File: config.mk
export PLATFORM = sky130hd
export DESIGN_NAME = preif_stage
export DESIGN_NICKNAME = d
export VERILOG_FILES = /design/src/rtl/cpu_defs.sv /design/src/rtl/preif_redirect_buf.sv /design/src/rtl/preif_stage.sv
export SDC_FILE = /design/constraint.sdc
export NUM_CORES = 1
export LEC_CHECK = 0
export ABC_AREA = 1
export BUFFER_PORTS_ARGS = -buffer_cell sky130_fd_sc_hd__buf_4
export CORE_MARGIN = 3
export CORE_UTILIZATION = 46
export CTS_CLUSTER_SIZE = 24
export DETAILED_ROUTE_END_ITERATION = 10
export PLACE_DENSITY = 0.74
export SYNTH_ARGS = -nofsm -noshare
export SYNTH_HDL_FRONTEND = slang
export SYNTH_HIERARCHICAL = 1
export SYNTH_SLANG_ARGS = --single-unit
File: constraint.sdc
create_clock -name clk -period 7.31 [get_ports clk]
set_clock_uncertainty 0.1 [all_clocks]
set_input_delay 1.462 -clock clk [delete_from_list [all_inputs] [get_ports clk]]
set_output_delay 1.462 -clock clk [all_outputs]
set_load 0.03 [all_outputs]
File: src/rtl/cpu_defs.sv
// Shared definitions for the LoongArch 5-stage core front end.
// Holds the reset PC, inter-stage bus layouts and pre-IF state encodings.
package cpu_defs;

  localparam logic [31:0] RESET_PC = 32'h1c000000;

  localparam int ID_TO_PREIF_BUS_W = 34;
  localparam int PREIF_TO_IF_PC_W  = 32;

  typedef enum logic {
    PREIF_REQ  = 1'b0,
    PREIF_HOLD = 1'b1
  } preif_state_e;

  typedef struct packed {
    logic        br_stall;
    logic        br_taken;
    logic [31:0] br_target;
  } id_to_preif_t;

  function automatic logic [31:0] seq_pc(input logic [31:0] pc);
    return pc + 32'd4;
  endfunction

endpackage

File: src/rtl/preif_redirect_buf.sv
// One-entry redirect buffer for redirects that arrive while a fetch is in flight.
// A buffered flush can only be replaced by another flush, never by a branch.
module preif_redirect_buf (
  input  logic        clk,
  input  logic        resetn,
  input  logic        capture,
  input  logic        clear,
  input  logic        flush,
  input  logic [31:0] flush_target,
  input  logic        br_taken,
  input  logic [31:0] br_target,
  output logic        redir_valid,
  output logic [31:0] redir_pc,
  output logic        redir_is_flush
);

  always_ff @(posedge clk) begin
    if (!resetn) begin
      redir_valid    <= 1'b0;
      redir_pc       <= 32'd0;
      redir_is_flush <= 1'b0;
    end else if (clear) begin
      redir_valid    <= 1'b0;
      redir_is_flush <= 1'b0;
    end else if (capture && flush) begin
      redir_valid    <= 1'b1;
      redir_pc       <= flush_target;
      redir_is_flush <= 1'b1;
    end else if (capture && br_taken && !(redir_valid && redir_is_flush)) begin
      redir_valid    <= 1'b1;
      redir_pc       <= br_target;
      redir_is_flush <= 1'b0;
    end
  end

endmodule

File: src/rtl/preif_stage.sv
// Pre-IF stage: owns the fetch PC, issues inst_sram requests and hands
// accepted PCs to IF with a cancel flag for wrong-path fetches.
module preif_stage #(
  parameter logic [31:0] RESET_PC = cpu_defs::RESET_PC
) (
  input  logic        clk,
  input  logic        resetn,
  output logic        inst_sram_req,
  output logic        inst_sram_wr,
  output logic [1:0]  inst_sram_size,
  output logic [3:0]  inst_sram_wstrb,
  output logic [31:0] inst_sram_addr,
  output logic [31:0] inst_sram_wdata,
  input  logic        inst_sram_addr_ok,
  input  logic        if_allowin,
  output logic        preif_to_if_valid,
  output logic [31:0] preif_to_if_pc,
  output logic        preif_to_if_cancel,
  input  logic [cpu_defs::ID_TO_PREIF_BUS_W-1:0] id_to_preif_bus,
  input  logic        flush,
  input  logic [31:0] flush_target
);
  import cpu_defs::*;

  id_to_preif_t id_bus;
  preif_state_e state;

  logic [31:0] fetch_pc;
  logic [31:0] held_pc;
  logic [31:0] next_pc;
  logic [31:0] redir_pc;
  logic        req_sticky;
  logic        redir_valid;
  logic        redir_is_flush;

  logic is_req;
  logic req;
  logic valid;
  logic handoff;
  logic redirect;
  logic direct;
  logic capture;

  assign id_bus   = id_to_preif_bus;
  assign is_req   = (state == PREIF_REQ);
  assign req      = resetn & is_req & (req_sticky | ~id_bus.br_stall);
  assign valid    = resetn & ((req & inst_sram_addr_ok) | ~is_req);
  assign handoff  = valid & if_allowin;
  assign redirect = flush | id_bus.br_taken;
  // No request in flight: redirect lands on fetch_pc directly.
  assign direct   = is_req & ~req & redirect;
  assign capture  = redirect & ~handoff & ~direct;

  always_comb begin
    next_pc = seq_pc(is_req ? fetch_pc : held_pc);
    case (1'b1)
      flush:           next_pc = flush_target;
      id_bus.br_taken: next_pc = id_bus.br_target;
      redir_valid:     next_pc = redir_pc;
      default:         ;
    endcase
  end

  always_ff @(posedge clk) begin
    if (!resetn) begin
      state      <= PREIF_REQ;
      fetch_pc   <= RESET_PC;
      held_pc    <= RESET_PC;
      req_sticky <= 1'b0;
    end else begin
      if (req && !inst_sram_addr_ok)
        req_sticky <= 1'b1;
      else if (inst_sram_addr_ok)
        req_sticky <= 1'b0;
      unique case (state)
        PREIF_REQ: begin
          if (req && inst_sram_addr_ok && !handoff) begin
            state   <= PREIF_HOLD;
            held_pc <= fetch_pc;
          end else if (handoff || direct) begin
            fetch_pc <= next_pc;
          end
        end
        PREIF_HOLD: begin
          if (handoff) begin
            state    <= PREIF_REQ;
            fetch_pc <= next_pc;
          end
        end
        default: state <= PREIF_REQ;
      endcase
    end
  end

  preif_redirect_buf u_redir (
    .clk            (clk),
    .resetn         (resetn),
    .capture        (capture),
    .clear          (handoff | direct),
    .flush          (flush),
    .flush_target   (flush_target),
    .br_taken       (id_bus.br_taken),
    .br_target      (id_bus.br_target),
    .redir_valid    (redir_valid),
    .redir_pc       (redir_pc),
    .redir_is_flush (redir_is_flush)
  );

  assign inst_sram_req      = req;
  assign inst_sram_wr       = 1'b0;
  assign inst_sram_size     = 2'b10;
  assign inst_sram_wstrb    = 4'd0;
  assign inst_sram_addr     = fetch_pc;
  assign inst_sram_wdata    = 32'd0;
  assign preif_to_if_valid  = valid;
  assign preif_to_if_pc     = is_req ? fetch_pc : held_pc;
  assign preif_to_if_cancel = valid & (redirect | redir_valid);

endmodule
==> results of run 1 <==
-- metal layers --
layer	part of all wire, %	routed length [um]
met2	43	9922
met4	2.6	591
met3	8.5	1932
met5	0	0
met1	45	10380
-- cells by family (layout without fill, tap and decap cells) --
kind of cell / after synthesis / after routing / share of synthesized area, %
buf+inv: 188 / 233 / 14.36
fa+ha+maj: 1 / 1 / 0.1747
compound gates: 202 / 202 / 15.06
flops: 100 / 100 / 27.95
other cells: 2 / 39 / 0.1049
xor+xnor: 6 / 6 / 0.7337
simple gates: 680 / 680 / 41.61
-- registers in the layout, indices dropped and copies added, names as in the netlist --
register and count:
held_pc 32, inst_sram_addr 32, req_sticky 1, state 1, u_redir/redir_is_flush 1, u_redir/redir_pc 32
u_redir/redir_valid 1
-- power breakdown --
part	internal, mW	switching (mW)	total (mW)
registers	0.586	0.0388	0.625
logic	0.165	0.365	0.530
clock network	0.259	0.214	0.473
total	1.01	0.619	1.63
-- synthesized netlist by cell type (4+ instances only) --
cell      number
o21ai_0       64
nand2_4        4
nand3_1       84
dfxtp_1      100
inv_2          4
buf_6          9
buf_2         19
nand2_2       33
clkbuf_1      28
buf_4         51
nand3_2       10
inv_1         69
nor2_4         5
o21ai_1        9
xnor2_1        4
nor2_1       134
a21oi_2       10
nor2_2        15
nand2_1      378
or2_2          8
a21oi_1      109
-- final timing paths --
kind | start | end | slack, ns | cells after the start
setup / recovery | resetn | preif_to_if_cancel | 2.30 | 8
hold / removal | held_pc[31]$_SDFFE_PN0P_ | held_pc[31]$_SDFFE_PN0P_ | 0.36 | 2
setup reg to reg | state$_SDFF_PN0_ | u_redir/redir_pc[11]$_SDFFE_PN0P_ | 3.32 | 13
hold reg to reg | held_pc[31]$_SDFFE_PN0P_ | held_pc[31]$_SDFFE_PN0P_ | 0.36 | 2
-- area by class of cell --
class                           instances  area share, %
Sequential cell                       100          24.57
Timing Repair Buffer                  143          13.18
Tap cell                              184          2.826
Inverter                               74          3.410
Multi-Input combinational cell        928          52.45
Clock inverter                          3         0.2457
Clock buffer                           13          3.317
-- worst max-delay path, cell delays in order --
cell	delay, ns
buf_4	0.55
o21ai_2	0.23
nor2_2	0.19
nand2_1	0.11
a21oi_2	0.19
inv_1	0.14
a21oi_1	0.30
buf_4	0.23
-- per-stage QoR --
stage | hold slack, ns | power, mW | setup slack (ns)
CTS | 0.3612 | 1.620 | 2.369
detailed placement | 0.3521 | 1.156 | 2.180
floorplan | 0.3293 | 1.012 | 2.743
global placement | 0.3397 | 1.152 | 2.250
global route | 0.3873 | 1.703 | 2.146
finish | 0.3643 | 1.628 | 2.297
==> summary.md, run 1 <==
| Metric | Value |
|---|---|
| Unique cell type count in the Yosys netlist | 42 |
| Minimum period implied by the final worst setup slack | 5.013 ns |
| Critical path launch point type | input port |
| Most common library cell in the layout ignoring fill and taps | nand2_1 |
| Run status | finished, final reports clean |
| Die area | 17100 um^2 |
| Share of the synthesized area in the top cell type | between 20% and 30% |
| RSZ-0062 raised after global routing | false |
| Pin count of the biggest net entering global routing | 69 |
| Average detailed-routed wire length per instance | 15.80 um |
| Number of clock buffers inserted by TritonCTS | 9 |
| Multi-input logic area | 4273 um^2 |
| DR iter-0 viols | 958 |
| Post-DR vias/cell | between 5 and 6 |
| Height of the die | 130.8 um |
| Achievable Freq | 199.5 MHz |
| Area leader, netlist | dfxtp_1 |
| Worst Tran Pin Value | 1.064 ns |
| IO buf count | 137 |
| # resized after CTS | 0 |
| Met1 usage in global routing | 38.75% |
| Vias in the first global route | ~6500 |
| Number of vias after detailed routing | 7671 |
| Worst hold-check path type | reg -> reg |
| CTS tree | built |
| Half-perimeter wire length after placement | 16130 um |
| Ant diodes | 0 |
| Clock-pin slew on the worst setup and hold paths | 0.07 ns |
| Final instance area | approximately 8000 um^2 |
| Met2 Usage GRT | between 30 and 40% |
| Normalized max-slew margin | 28.97% |
| Warning count from the yosys run | 6 |
| Crit path kind | in -> out |
| Sum Neg Setup Slack | 0 ns |
| Fill cells | about 1500 |
| Floorplan die width | 130.8 um |
| Routability-driven placement congestion ratio | 0.9315 |
| Leak Pwr | 3.844 nW |
| Number of placement rows | 44 |
| Antenna violations before repair | 0 |
| Mapped cell area | 7162 um^2 |
| Data arrival time of the critical path | 3.45 ns |
| Final Instance Count excl. Fillers | 1445 |
| Area of the core region | 14860 um^2 |
| Top area cells in the synthesized netlist | dfxtp_1 28%, nand2_1 20%, a21oi_1 7.6% |
| Sequential fraction of the synthesis area | 27.95% |
| Total gr overflow | 0 |
| Max-cap viol count | 0 |
| Fin. max-slew vios | 0 |
| Root Buffer Master | clkbuf_16 |
| Power density over the cells | 199.8 nW/um^2 |
| Worst-case clock buffer depth | 2 |
| Tot GR Track Use | 26.01% |
| # H-tree levels | 3 |
| Yosys reg bits | 100 |
| Synth-to-layout area growth | 13.75% |
| Clock Sinks | 100 |
| Hold buffer count at CTS | 0 |
| Synth Flop Type | dfxtp_1 |
| Clock Latency Late Sink | 0.36 ns |
| Mean post-synth cell area | between 6 and 7 um^2 |
| Endpoint type of the worst setup path | output pin |
| Routed wire length | roughly 23000 um |
| Worst IR drop on VDD | 0.1404 mV |
| Number of top-level design ports | 177 |
| Starting Density | 48.18% |
| Sequential cell area | 2002 um^2 |
| Layout net count | 1328 |
| Cell area after placement | 7856 um^2 |
| Count of flip-flops with a built-in enable after synthesis | 0 |
| Required arrival time at the worst endpoint | 5.75 ns |
| Final standard cell utilization of the core | 54.81% |
| Layout cell share with drive strength beyond 1 | 20.22% |
| Total iterations of the first detailed-routing run | 5 |
| DR DRC count | 0 |
| Wire length of the first global-routing pass | ~35000 um |
| Post-route ant nets | 0 |
| Gr busiest metal | met1 |
| Proportion of register bits with asynchronous set or reset after synthesis | 0% |
| Buffers inserted by post-CTS timing repair | 0 |
| Cell count after placement | between 1000 and 1500 |
| Count of endpoints failing hold in the final timing report | 0 |
| Post-synthesis instance total | 1179 |
| Largest fanout on the critical path | 67 |
| Global routing usage on met3 | 3.171% |
| Most frequent cells in the layout | 378 x nand2_1, 143 x buf_4, 133 x nor2_1, 109 x a21oi_1, 100 x dfxtp_1 |
| Final worst-path cycle share | 68.57% |
| Final setup violating endpoints | 0 |
Power figures use the tool's default switching activity.
==> run 2: changes to the inputs <==
==> constraint.sdc (replaced) <==
create_clock -name clk -period 4.9 [get_ports clk]
set_clock_uncertainty 0.1 [all_clocks]
set_input_delay 0.98 -clock clk [delete_from_list [all_inputs] [get_ports clk]]
set_output_delay 0.98 -clock clk [all_outputs]
set_load 0.03 [all_outputs]
==> summary.md, run 2 (synthesis results as in run 1) <==
| Metric | Value |
|---|---|
| Clock Sinks | 100 (unchanged) |
| Part of the total power dissipated in combinational logic | 32.0% (-0.6 points) |
| Minimum period implied by the final worst setup slack | 3.687 ns |
| Layout cell share with drive strength beyond 1 | 20.47% (+0.25 points) |
| Worst Tran Pin Value | 1.140 ns (+0.07571 ns) |
| Normalized max-slew margin | 23.92% (-5.1 points) |
| Worst IR drop on VDD | 0.2000 mV (+42%) |
| Crit path kind | in -> reg |
| Floorplan die width | 130.8 um (unchanged) |
| Area of the core region | 14860 um^2 (unchanged) |
| Height of the die | 130.8 um (unchanged) |
| Final standard cell utilization of the core | 55.10% (+0.29 points) |
| CTS tree | built |
| # H-tree levels | 3 (unchanged) |
| Ant diodes | 0 (unchanged) |
| Most common library cell in the layout ignoring fill and taps | nand2_1 |
| Routed wire length | 23030 um (+0.90%) |
| Setup slack on the worst flop-to-flop path | 1.45 ns (-1.87 ns) |
| Tot GR Track Use | 26.31% (+0.29 points) |
| Run status | finished, final reports clean |
| Final setup violating endpoints | 0 (unchanged) |
| Global routing usage on met3 | 3.862% (+0.69 points) |
| Worst hold-check path type | reg -> reg |
| Internal cell power | 1.546 mW (+53%) |
| Final worst-path cycle share | 75.24% |
| Worst-case clock buffer depth | 2 (unchanged) |
| Met2 Usage GRT | 39.60% (+1.1 points) |
| Pin count of the biggest net entering global routing | 68 (-1.4%) |
| Largest fanout on the critical path | 65 (-3.0%) |
| Most frequent cells in the layout | 378 x nand2_1, 147 x buf_4, 133 x nor2_1, 109 x a21oi_1, 100 x dfxtp_1 |
| Layout net count | 1332 (+0.30%) |
| Wire length of the first global-routing pass | 35350 um (+1.6%) |
| Clock-pin slew on the worst setup and hold paths | 0.07 ns (about the same) |
| Worst flop-to-flop path startpoint | state$_SDFF_PN0_ |
| Hold buffer count at CTS | 0 (unchanged) |
| Sum Neg Setup Slack | 0 ns (unchanged) |
| Switching Power | 0.9343 mW (+51%) |
| Number of top-level design ports | 177 (unchanged) |
| Fraction of power consumed by the clock network | 30.3% (+1.3 points) |
| Max-cap viol count | 0 (unchanged) |
| Vias in the first global route | 6660 (+2.9%) |
| Number of vias after detailed routing | 7673 (+0.026%) |
| IO buf count | 137 (unchanged) |
| DR iter-0 viols | 975 (+1.8%) |
| Die area | 17100 um^2 (unchanged) |
| Antenna violations before repair | 0 (unchanged) |
| Critical path launch point type | input port |
| RSZ-0062 raised after global routing | false |
| Multi-input logic area | 4273 um^2 (unchanged) |
| End of the critical path | u_redir/redir_pc[10]$_SDFFE_PN0P_ |
| # resized after CTS | 0 (unchanged) |
| Routability-driven placement congestion ratio | 0.9008 (-3.3%) |
| Post-DR vias/cell | 5.295 (-0.25%) |
| Average detailed-routed wire length per instance | 15.90 um (+0.62%) |
| Root Buffer Master | clkbuf_16 |
| DR DRC count | 0 (unchanged) |
| Endpoint type of the worst setup path | flip-flop |
| Fin. max-slew vios | 0 (unchanged) |
| Clock Latency Late Sink | 0.36 ns (about the same) |
| Buffers inserted by post-CTS timing repair | 0 (unchanged) |
| Number of placement rows | 44 (unchanged) |
| Part of the power in registers | 37.6% (-0.8 points) |
| Startpoint of the most critical setup path | id_to_preif_bus[32] |
| Leak Pwr | 3.875 nW (+0.79%) |
| Synth-to-layout area growth | 14.36% |
| Count of endpoints failing hold in the final timing report | 0 (unchanged) |
| Starting Density | 48.18% (unchanged) |
| Switching power share of the total | 37.67% (-0.32 points) |
| Half-perimeter wire length after placement | 16460 um (+2.1%) |
| Reg-to-reg endpoint | u_redir/redir_pc[10]$_SDFFE_PN0P_ |
| Number of clock buffers inserted by TritonCTS | 9 (unchanged) |
| Achievable Freq | 271.2 MHz |
| Total gr overflow | 0 (unchanged) |
| Post-route ant nets | 0 (unchanged) |
| Met1 usage in global routing | 38.85% (+0.10 points) |
| Fill cells | 1536 (-0.78%) |
| Data arrival time of the critical path | 3.84 ns (+0.39 ns) |
| Required arrival time at the worst endpoint | 5.05 ns (-0.70 ns) |
| Total iterations of the first detailed-routing run | 6 (+1) |
| Sequential cell area | 2002 um^2 (unchanged) |
| Power density over the cells | 302.8 nW/um^2 (+52%) |
| Cell depth of the worst flop-to-flop path | 13 (unchanged) |
| Gr busiest metal | met2 |
## run 2: cell count changes in the layout (fill, tap and decap cells not counted)
cell / before / now
clkinvlp_4: 2 / 1
clkbuf_8: 3 / 2
bufinv_16: 0 / 1
clkinv_2: 1 / 2
buf_4: 143 / 147
## run 2: worst min-delay path by stage
stage	cells past startpoint	slack (ns)	endpoint	start
after floorplan	2	0.33	held_pc[31]$_SDFFE_PN0P_	held_pc[31]$_SDFFE_PN0P_
after global placement	2	0.34	held_pc[31]$_SDFFE_PN0P_	held_pc[31]$_SDFFE_PN0P_
after detailed placement	2	0.35	held_pc[31]$_SDFFE_PN0P_	held_pc[31]$_SDFFE_PN0P_
after CTS	2	0.36	held_pc[31]$_SDFFE_PN0P_	held_pc[31]$_SDFFE_PN0P_
after global routing	2	0.38	held_pc[31]$_SDFFE_PN0P_	held_pc[31]$_SDFFE_PN0P_
final	2	0.36	held_pc[31]$_SDFFE_PN0P_	held_pc[31]$_SDFFE_PN0P_
## run 2: layer usage
metal	part of all wire, %	wire [um]	vias to the layer above
met2	44	10200	337
met4	1.8	425	0
li1	-	-	3810
met3	8.6	1987	27
met5	0	0	-
met1	45	10420	3499
## run 2: power groups by stage
stage / registers, mW / logic [mW] / clock network (mW)
4_1_cts: 0.932 / 0.784 / 0.752
3_3_place_gp: 0.948 / 0.775 / 0
6_report: 0.933 / 0.794 / 0.752
2_1_floorplan: 0.982 / 0.528 / 0
5_1_grt: 0.941 / 0.864 / 0.786
3_5_place_dp: 0.950 / 0.780 / 0
## run 2: stage by stage
| step | setup slack, ns | hold WS, ns | cell area [um^2] | std cells | power [mW] |
|---|---|---|---|---|---|
| floorplan | 1.297 | 0.3293 | 7301 | 1216 | 1.510 |
| global placement | 1.012 | 0.3375 | 7886 | 1433 | 1.723 |
| detailed placement | 0.9272 | 0.3495 | 7886 | 1433 | 1.730 |
| CTS | 1.307 | 0.3599 | 8190 | 1449 | 2.467 |
| global route | 0.9229 | 0.3757 | 8190 | 1449 | 2.591 |
| finish | 1.213 | 0.3601 | 8190 | 1449 | 2.480 |
## run 2: critical path, stage by stage
cell,delay [ns]
buf_4,0.28
nor2_1,0.34
inv_1,0.10
nand3_1,0.09
nand2_1,0.27
nor2_2,0.19
buf_4,0.34
nand2_8,0.22
nand2_4,0.69
nand3_1,0.15
nand2_1,0.10
nor2_1,0.05
## run 2: layout make-up
type / instances / area share, %
clock buffers: 12 / 3.132
clock inverters: 4 / 0.5805
repair buffers: 147 / 13.47
multi-input cells: 928 / 52.17
inverters: 74 / 3.391
well taps: 184 / 2.811
flip-flops and latches: 100 / 24.44
==> run 3: changes to the inputs <==
--- a/config.mk
+++ b/config.mk
@@ -5,13 +5,13 @@
 export SDC_FILE = /design/constraint.sdc
 export NUM_CORES = 1
 export LEC_CHECK = 0
-export ABC_AREA = 1
+export ABC_AREA = 0
 export BUFFER_PORTS_ARGS = -buffer_cell sky130_fd_sc_hd__buf_4
 export CORE_MARGIN = 3
 export CORE_UTILIZATION = 46
 export CTS_CLUSTER_SIZE = 24
 export DETAILED_ROUTE_END_ITERATION = 10
-export PLACE_DENSITY = 0.74
+export PLACE_DENSITY = 0.78
 export SYNTH_ARGS = -nofsm -noshare
 export SYNTH_HDL_FRONTEND = slang
 export SYNTH_HIERARCHICAL = 1
==> constraint.sdc (replaced) <==
create_clock -name clk -period 3.2 [get_ports clk]
set_clock_uncertainty 0.1 [all_clocks]
set_input_delay 0.64 -clock clk [delete_from_list [all_inputs] [get_ports clk]]
set_output_delay 0.64 -clock clk [all_outputs]
set_load 0.03 [all_outputs]
==> summary.md, run 3 <==
| Metric | Value |
|---|---|
| Achievable Freq | ~350 MHz |
| Normalized max-slew margin | 50.35% (+26 points) |
| Post-route ant nets | 0 (unchanged) |
| Minimum period implied by the final worst setup slack | between 2 and 3 ns |
| Top area cells in the synthesized netlist | dfxtp_1 30%, nand2_1 6.4%, o211a_1 5.3% |
| Post-DR vias/cell | 6.181 (+17%) |
| Unique cell type count in the Yosys netlist | 80 (+90%) |
| Multi-input logic area | 4209 um^2 (-1.5%) |
| Proportion of register bits with asynchronous set or reset after synthesis | 0% (unchanged) |
| Layout cell share with drive strength beyond 1 | 26.16% (+5.7 points) |
| Clock-pin slew on the worst setup and hold paths | 0.07 ns (about the same) |
| Dominant combinational cell family by area after synthesis | compound AO/OA/AOI/OAI gates |
| CTS tree | built |
| Antenna violations before repair | 0 (unchanged) |
| Worst Tran Pin Value | 0.7447 ns (-0.3953 ns) |
| Largest fanout on the critical path | 19 (-71%) |
| Starting Density | 47.82% (-0.36 points) |
| Critical path launch point type | flip-flop |
| Synth Area in Compound Gates | 30.60% (+16 points) |
| Warning count from the yosys run | 6 (unchanged) |
| Dominant cell type by count on the critical path | buf_4 |
| Pin count of the biggest net entering global routing | 85 (+25%) |
| Final instance area | 8001 um^2 (-2.3%) |
| Fill cells | 1307 (-15%) |
| Die area | 16200 um^2 (-5.3%) |
| Pre-CTS setup slack | 0.2727 ns (-0.6546 ns) |
| IO buf count | 137 (unchanged) |
| DR iter-0 viols | 822 (-16%) |
| Count of flip-flops with a built-in enable after synthesis | 0 (unchanged) |
| Most frequent cells in the layout | 161 x buf_4, 115 x nand2_1, 99 x dfxtp_1, 39 x conb_1, 36 x o211a_1 |
| # resized after CTS | 0 (unchanged) |
| Sum Neg Setup Slack | 0 ns (unchanged) |
| Most frequent cell after synthesis | nand2_1 |
| Height of the die | 127.3 um (-2.7%) |
| Area of the core region | 14150 um^2 (-4.8%) |
| # H-tree levels | 3 (unchanged) |
| Worst-case clock buffer depth | 2 (unchanged) |
| Mux contribution to synthesized area | 5.936% (+5.9 points) |
| Number of top-level design ports | 177 (unchanged) |
| Final worst-path cycle share | 88.77% |
| Buffers inserted by post-CTS timing repair | 0 (unchanged) |
| Run status | finished, final reports clean |
| Cell with the largest stage delay on the worst path | dfxtp_2 |
| Leak Pwr | 3.549 nW (-8.4%) |
| Ant diodes | 0 (unchanged) |
| Floorplan die width | 127.3 um (-2.7%) |
| Synth Flop Type | dfxtp_1 |
| Post-synthesis instance total | 779 (-34%) |
| Final Instance Count excl. Fillers | 1067 (-26%) |
| Routability-driven placement congestion ratio | 0.8710 (-3.3%) |
| Mapped cell area | 6766 um^2 (-5.5%) |
| Total gr overflow | 0 (unchanged) |
| Average detailed-routed wire length per instance | 19.93 um (+25%) |
| Buffers and inverters on the worst path | 3 (unchanged) |
| Sequential fraction of the synthesis area | 29.59% (+1.6 points) |
| Count of endpoints failing hold in the final timing report | 0 (unchanged) |
| Clock Sinks | 100 (unchanged) |
| Total iterations of the first detailed-routing run | 6 (unchanged) |
| Total power consumption of the routed design | 3.579 mW (+44%) |
| Layout net count | 954 (-28%) |
| Synth top cells by count | 115 x nand2_1, 100 x dfxtp_1, 42 x buf_4 |
| DR DRC count | 0 (unchanged) |
| Crit-path leading delay family | buffers and inverters |
| Cell-by-cell listing of the critical path | buf_4 -> mux2i_1 -> inv_1 -> buf_4 |
| Final standard cell utilization of the core | 56.55% (+1.4 points) |
| Half-perimeter wire length after placement | 15350 um (-6.8%) |
| Cell count after placement | 1051 (-27%) |
| Worst IR drop on VDD | 0.2648 mV (+32%) |
| Power density over the cells | 447.4 nW/um^2 (+48%) |
| Cell area after placement | 7730 um^2 (-2.0%) |
| Routed wire length | 21270 um (-7.7%) |
| Max-cap viol count | 0 (unchanged) |
| Share of the synthesized area in the top cell type | 29.59% (+1.6 points) |
| Final hold slack | 0.3542 ns (-0.005968 ns) |
| Number of clock buffers inserted by TritonCTS | 9 (unchanged) |
| Final critical-path setup slack | 0.3593 ns (-0.8539 ns) |
| Sequential cell area | 2003 um^2 (about the same) |
| Fin. max-slew vios | 0 (unchanged) |
| Tot GR Track Use | 25.43% (-0.88 points) |
| Final setup violating endpoints | 0 (unchanged) |
| Root Buffer Master | clkbuf_16 |
| Hold buffer count at CTS | 0 (unchanged) |
| Setup slack on the worst flop-to-flop path | 0.43 ns (-1.02 ns) |
| Vias in the first global route | 6136 (-7.9%) |
| Area leader, netlist | dfxtp_1 |
| Xor and xnor area share after synthesis | 2.718% (+2.0 points) |
| Worst hold-check path type | reg -> reg |
| Post-Synth Adder-Cell Area | 0.1849% (+0.010 points) |
| Required arrival time at the worst endpoint | 2.46 ns (-2.59 ns) |
| Wire length of the first global-routing pass | 33350 um (-5.7%) |
| Simple-gate share of the synthesized area | 20.53% (-21 points) |
| Most common library cell in the layout ignoring fill and taps | buf_4 |
| Endpoint type of the worst setup path | output pin |
| Number of vias after detailed routing | 6595 (-14%) |
| Yosys reg bits | 100 (unchanged) |
| Number of placement rows | 43 (-2.3%) |
| Mean post-synth cell area | 8.686 um^2 (+43%) |
| Crit path largest cell delay | 0.59 ns (-0.10 ns) |
| Data arrival time of the critical path | 2.10 ns (-1.74 ns) |
| Synth-to-layout area growth | 18.25% |
| Clock Latency Late Sink | 0.35 ns (about the same) |
| Crit path kind | reg -> out |
| RSZ-0062 raised after global routing | false |
run 3: cell count changes after synthesis, sizes merged, moves of 32 or more:
cell    previous run  this run
a21boi             0        35
a21oi            119        31
inv               73        16
nand2            416       118
nand3             95        22
nor2             154        21
o211a              0        36
o21ai             76        34
o221a              0        32
or4bb              0        32
run 3: worst reg2reg max path: cells and delay by family, from the launching register on:
family | cells | cell delay, ns
AO/OA/AOI/OAI | 3 | 0.60
buffers and inverters | 3 | 0.66
flip-flops | 1 | 0.59
AND/OR/NAND/NOR | 3 | 0.71
run 3: layout make-up:
class	count	share of cell area (%)
Timing Repair Buffer	162	15.36
Clock buffer	12	3.081
Sequential cell	100	25.04
Inverter	17	0.7975
Clock inverter	4	0.3127
Multi-Input combinational cell	592	52.60
Tap cell	180	2.815
run 3: layer usage:
| layer | global-route usage [%] | vias up | share of wire (%) |
|---|---|---|---|
| li1 | - | 3053 | - |
| met5 | 0 | - | 0 |
| met3 | 6.605 | 41 | 11 |
| met4 | 7.886 | 0 | 2.5 |
| met1 | 37.44 | 3090 | 44 |
| met2 | 36.20 | 411 | 42 |
run 3: report_power, final:
| part | switching (mW) | internal, mW | total (mW) |
|---|---|---|---|
| Clock | 0.485 | 0.547 | 1.03 |
| Combinational | 0.676 | 0.421 | 1.10 |
| Sequential | 0.116 | 1.33 | 1.45 |
| Total | 1.28 | 2.30 | 3.58 |
run 3: path summary, 6_finish.rpt:
path,cells past startpoint,startpoint,end
max,4,state$_SDFF_PN0_,preif_to_if_pc[12]
min,2,held_pc[1]$_SDFFE_PN0P_,held_pc[1]$_SDFFE_PN0P_
max reg2reg,9,state$_SDFF_PN0_,u_redir/redir_pc[25]$_SDFFE_PN0P_
min reg2reg,2,held_pc[1]$_SDFFE_PN0P_,held_pc[1]$_SDFFE_PN0P_
run 3: kinds of logic after synthesis:
group | after synthesis
compound gates | 256
xor+xnor | 21
fa+ha+maj | 1
buf+inv | 124
flops | 100
mux | 37
other cells | 2
simple gates | 238
